`config.mk`:
```
export PLATFORM = sky130hd
export DESIGN_NAME = serial_subtractor
export DESIGN_NICKNAME = d
export VERILOG_FILES = /design/src/rtl/serial_subtractor_pkg.sv /design/src/rtl/serial_subtractor_full_subtractor.sv /design/src/rtl/serial_subtractor.sv
export SDC_FILE = /design/constraint.sdc
export NUM_CORES = 1
export LEC_CHECK = 0
export CORE_MARGIN = 2
export CORE_UTILIZATION = 45
export CTS_BUF_LIST = sky130_fd_sc_hd__clkbuf_4 sky130_fd_sc_hd__clkbuf_8 sky130_fd_sc_hd__clkbuf_16
export DETAILED_ROUTE_END_ITERATION = 6
export GPL_TIMING_DRIVEN = 0
export PLACE_DENSITY = 0.84
export REMOVE_ABC_BUFFERS = 1
export SYNTH_ARGS = -nofsm -noshare
export SYNTH_HDL_FRONTEND = slang
export SYNTH_SLANG_ARGS = --single-unit
export TNS_END_PERCENT = 1
```
`constraint.sdc`:
```
create_clock -name clk -period 1.4 [get_ports clk]
set_clock_uncertainty 0.05 [all_clocks]
set_input_delay 0.28 -clock clk [delete_from_list [all_inputs] [get_ports clk]]
set_output_delay 0.28 -clock clk [all_outputs]
set_load 0.05 [all_outputs]
```
`src/rtl/serial_subtractor_pkg.sv`:
```
// Shared definitions for the bit-serial subtractor.
package sub_pkg;

   localparam int unsigned DEF_WIDTH = 8;

   typedef enum logic [1:0] {
      IDLE  = 2'd0,
      SHIFT = 2'd1,
      DONE  = 2'd2
   } state_t;

endpackage

```
`src/rtl/serial_subtractor_full_subtractor.sv`:
```
// One-bit full subtractor: d = a - b - bin, with borrow out.
module full_subtractor (
   input  logic a,
   input  logic b,
   input  logic bin,
   output logic d,
   output logic bout
);

   // Difference bit and borrow generated from the current bit pair and incoming borrow
   always_comb begin
      d    = a ^ b ^ bin;
      bout = (~a & b) | (~(a ^ b) & bin);
   end

endmodule

```
`src/rtl/serial_subtractor.sv`:
```
// Bit-serial unsigned subtractor: diff = a - b, LSB first, one bit per cycle.
module serial_subtractor
   import sub_pkg::*;
#(
   parameter int unsigned WIDTH = DEF_WIDTH
) (
   input  logic             clk,
   input  logic             rst,
   input  logic             start,
   input  logic [WIDTH-1:0] a,
   input  logic [WIDTH-1:0] b,
   output logic             busy,
   output logic             done,
   output logic [WIDTH-1:0] diff,
   output logic             borrow_out
);

   localparam int unsigned    CW   = $clog2(WIDTH);
   localparam logic [CW-1:0]  LAST = CW'(WIDTH - 1);

   state_t           state;
   state_t           state_nxt;
   logic [WIDTH-1:0] a_sr;
   logic [WIDTH-1:0] b_sr;
   logic [WIDTH-1:0] diff_sr;
   logic             bflop;
   logic [CW-1:0]    cnt;
   logic             d;
   logic             bnext;

   full_subtractor u_fs (
      .a    (a_sr[0]),
      .b    (b_sr[0]),
      .bin  (bflop),
      .d    (d),
      .bout (bnext)
   );

   // State register
   always_ff @(posedge clk) begin
      if (rst) state <= IDLE;
      else     state <= state_nxt;
   end

   // Next-state logic and state-decoded handshake outputs
   always_comb begin
      state_nxt = state;
      busy      = 1'b0;
      done      = 1'b0;
      case (state)
         IDLE:  if (start) state_nxt = SHIFT;
         SHIFT: begin
            busy = 1'b1;
            if (cnt == LAST) state_nxt = DONE;
         end
         DONE: begin
            done      = 1'b1;
            state_nxt = IDLE;
         end
         default: state_nxt = IDLE;
      endcase
   end

   // Operand capture, serial shifting and result update on the final shift edge
   always_ff @(posedge clk) begin
      if (rst) begin
         a_sr       <= '0;
         b_sr       <= '0;
         diff_sr    <= '0;
         bflop      <= 1'b0;
         cnt        <= '0;
         diff       <= '0;
         borrow_out <= 1'b0;
      end else begin
         case (state)
            IDLE: begin
               if (start) begin
                  a_sr  <= a;
                  b_sr  <= b;
                  bflop <= 1'b0;
                  cnt   <= '0;
               end
            end
            SHIFT: begin
               a_sr    <= a_sr >> 1;
               b_sr    <= b_sr >> 1;
               diff_sr <= {d, diff_sr[WIDTH-1:1]};
               bflop   <= bnext;
               cnt     <= cnt + CW'(1);
               if (cnt == LAST) begin
                  diff       <= {d, diff_sr[WIDTH-1:1]};
                  borrow_out <= bnext;
               end
            end
            default: ;
         endcase
      end
   end

endmodule

```
==> flow_metrics.tcl <==
set metrics [dict create \
    clk_pin_slew_worst_paths_ns 0.11 \
    period_share_pct 101.6 \
    async_reset_ff_share_pct 0 \
    yosys.area_share.simple_pct 15.54 \
    yosysMostFrequentCell "dfxtp_1" \
    rsz0062_at_grt "true" \
    antenna_found_initial 0 \
    synth_compound_area_share_pct 16.91 \
    synthCells 168 \
    synth_edf_count 0 \
    cts_hold_buf 0 \
    routed_wl_mm 3.024 \
    dieArea_um2 3957 \
    overflow 0 \
    synth_top_area_share_pct 48.72 \
    instances_no_fill 253 \
    cp_max_fo 6 \
    worst_slack_ns -0.02236 \
    finalNetCount 228 \
    ant_nets 0 \
    cts_buffers 5 \
    violations "negative setup slack" \
    reg2reg_to "borrow_out" \
    dp.cells 231 \
    synth-adder-area-share_pct 2.885 \
    holdWs_ns 0.4020 \
    slew_headroom_pct 69.12 \
    firstDrtPassIters 4 \
    utilization_pct 60.33 \
    syn_area_per_cell_um2 9.295 \
    r2r-start "cnt[0]" \
    end_kind "output port" \
    synth_top_area_cell "dfxtp_1" \
    whs_path_depth 1 \
    clkSinkCount 38 \
    core_um2 3337 \
    synthTopCellsByArea "dfxtp_1, mux2i_1, a211oi_1" \
    drcViolationCount 0 \
    synth_mux_area_share_pct 8.974 \
    drive_gt1_share_pct 20.77 \
    port_buffers 29 \
    worstPathArrival_ns 1.09 \
    status "complete, but fails checks" \
    maxSlewViolCount 0 \
    hold-path-endpoint "cnt[0]" \
    maxCapViolCount 0 \
    crit_path_start_kind "register" \
    grt_pass1_vias 1196 \
    p_total_w 0.002035 \
    ys_top_cells_by_count "dfxtp_1, nand2_1, nor2_1" \
    clock_latency_ns 0.33 \
    grt_pass1_wl_mm 5.064 \
    hp-class "reg2reg" \
    drt-wirelength-per-cell_um 11.95 \
    min_period_ns 1.422 \
    diodes 0 \
    die_w_um 62.91 \
    reg2reg_depth 4 \
    clock_path_buffers 2 \
    vias 1281 \
    grtUsageTotal_pct 15.98 \
    worst_slew_pin_slew_ns 0.4632 \
    ys_seq_elements 38 \
    syn2layout_area_growth_pct 28.93 \
    leakage_nw 0.8126 \
    viasPerCell 5.063 \
    htreeDepth 2 \
    hpwl_mm 1.782 \
    setup_viol_count_final 2 \
    io_pins 30 \
    start_util_pct 46.79 \
    dieHeight_um 62.91 \
    synthFlopType "dfxtp_1" \
    yosysSeqAreaShare_pct 48.72 \
    p_per_area_nw_per_um2 1011 \
    rows 21 \
    clockRootBuffer "clkbuf_4" \
    worstSetupPathType "reg2out" \
    drtIter0Drc 23 \
    r2r_setup_slack_ns -0.01 \
    netlist-cell-type-count 25 \
    netlist_area_um2 1561 \
    fmax_mhz 703.1 \
    cts_tree "yes" \
    synth-xor-area-share_pct 0 \
    synth_top_family_by_area "compound AO/OA/AOI/OAI gates" \
    place_congestion 0.7139 \
    hold_viol 0 \
    min_from "cnt[0]" \
    cp.required_ns 1.07 \
    grt_max_degree 39 \
    yosys_warnings 0 \
    vdd_drop_max_mv 0.4112 \
]
-- routing by layer --
metal	GRT usage, %	vias to the layer above	routed length (um)
met1	19.24	583	1350
met4	7.778	0	68
met3	4.505	7	123
met5	0	-	0
li1	-	661	-
met2	26.06	30	1482
-- kinds of logic (layout without fill, tap and decap cells) --
family                     Yosys count  in the layout
muxes                               14             14
adders and majority gates            3              3
and+or+nand+nor                     57             57
AOI/OAI and AO/OA                   41             41
DFF                                 38             38
buffers and inverters               15             54
-- report_power, final --
group	total [W]	switching, W	leakage [nW]	internal, W
clock network	0.000595	0.000332	0.0387	0.000263
registers	0.00116	0.0000313	0.313	0.00113
logic	0.000281	0.000128	0.461	0.000153
total	0.00204	0.000491	0.813	0.00154
-- critical path: stages, from the launching register on --
cell and delay (ns):
dfxtp_4 0.38, nand2b_4 0.18, inv_8 0.07, buf_8 0.13
-- what timing repair did --
item,4_1_cts,5_1_grt
gates resized for setup,56,21
pin swaps,9,8
buffers inserted,1,12
endpoints found under the setup margin,49,38
-- worst max path at each step --
stage / start / endpoint / slack [ns] / cells after the start
after floorplan: state[0] / cnt[0] / -0.52 / 4
after global placement: state[0] / busy / -1.52 / 3
after detailed placement: state[0] / busy / -1.51 / 3
after CTS: state[0] / busy / -0.17 / 3
after global routing: state[0] / a_sr[1] / -0.09 / 4
final: state[1] / busy / -0.02 / 3
-- metrics by stage --
step | TNS (ns) | setup slack [ns] | instance area, um^2
floorplan | -12.26 | -0.5216 | 1464
global placement | -27.60 | -1.515 | 1812
detailed placement | -28.48 | -1.508 | 1812
CTS | -1.415 | -0.1714 | 1928
global route | -0.5923 | -0.08714 | 2013
finish | -0.03305 | -0.02236 | 2013
-- registers in the layout, indices dropped and copies added, names as in the netlist --
name and count:
b_sr 8, state 2, borrow_out 1, diff_sr 7
a_sr 8, bflop 1, diff 8, cnt 3
-- final cells by class --
cell class | count | area, um^2
tap | 46 | 57.56
clock buffer | 7 | 58.81
sequential | 38 | 770.7
clock inverter | 1 | 5.005
multi-input combinational | 115 | 718.2
fill | 305 | 1324
inverter | 3 | 18.77
timing repair buffer | 43 | 384.1
-- cells in the final DEF, fill, tap and decap left out, types with 2 or more instances in the layout --
cell             netlist  routed
clkdlybuf4s50_1        0      17
mux2i_1               14      14
dfxtp_1               38      34
a21oi_1               17      16
clkbuf_4               0       6
a22oi_1                2       2
o21ai_0                2       2
buf_2                  2       9
dfxtp_4                0       2
dfxtp_2                0       2
inv_1                  2       2
a211oi_1              17      16
or4bb_1                2       2
buf_4                  1      11
nor2_1                21      21
buf_6                  4       2
nand2_1               30      30
(Power assumes the default switching activity.)
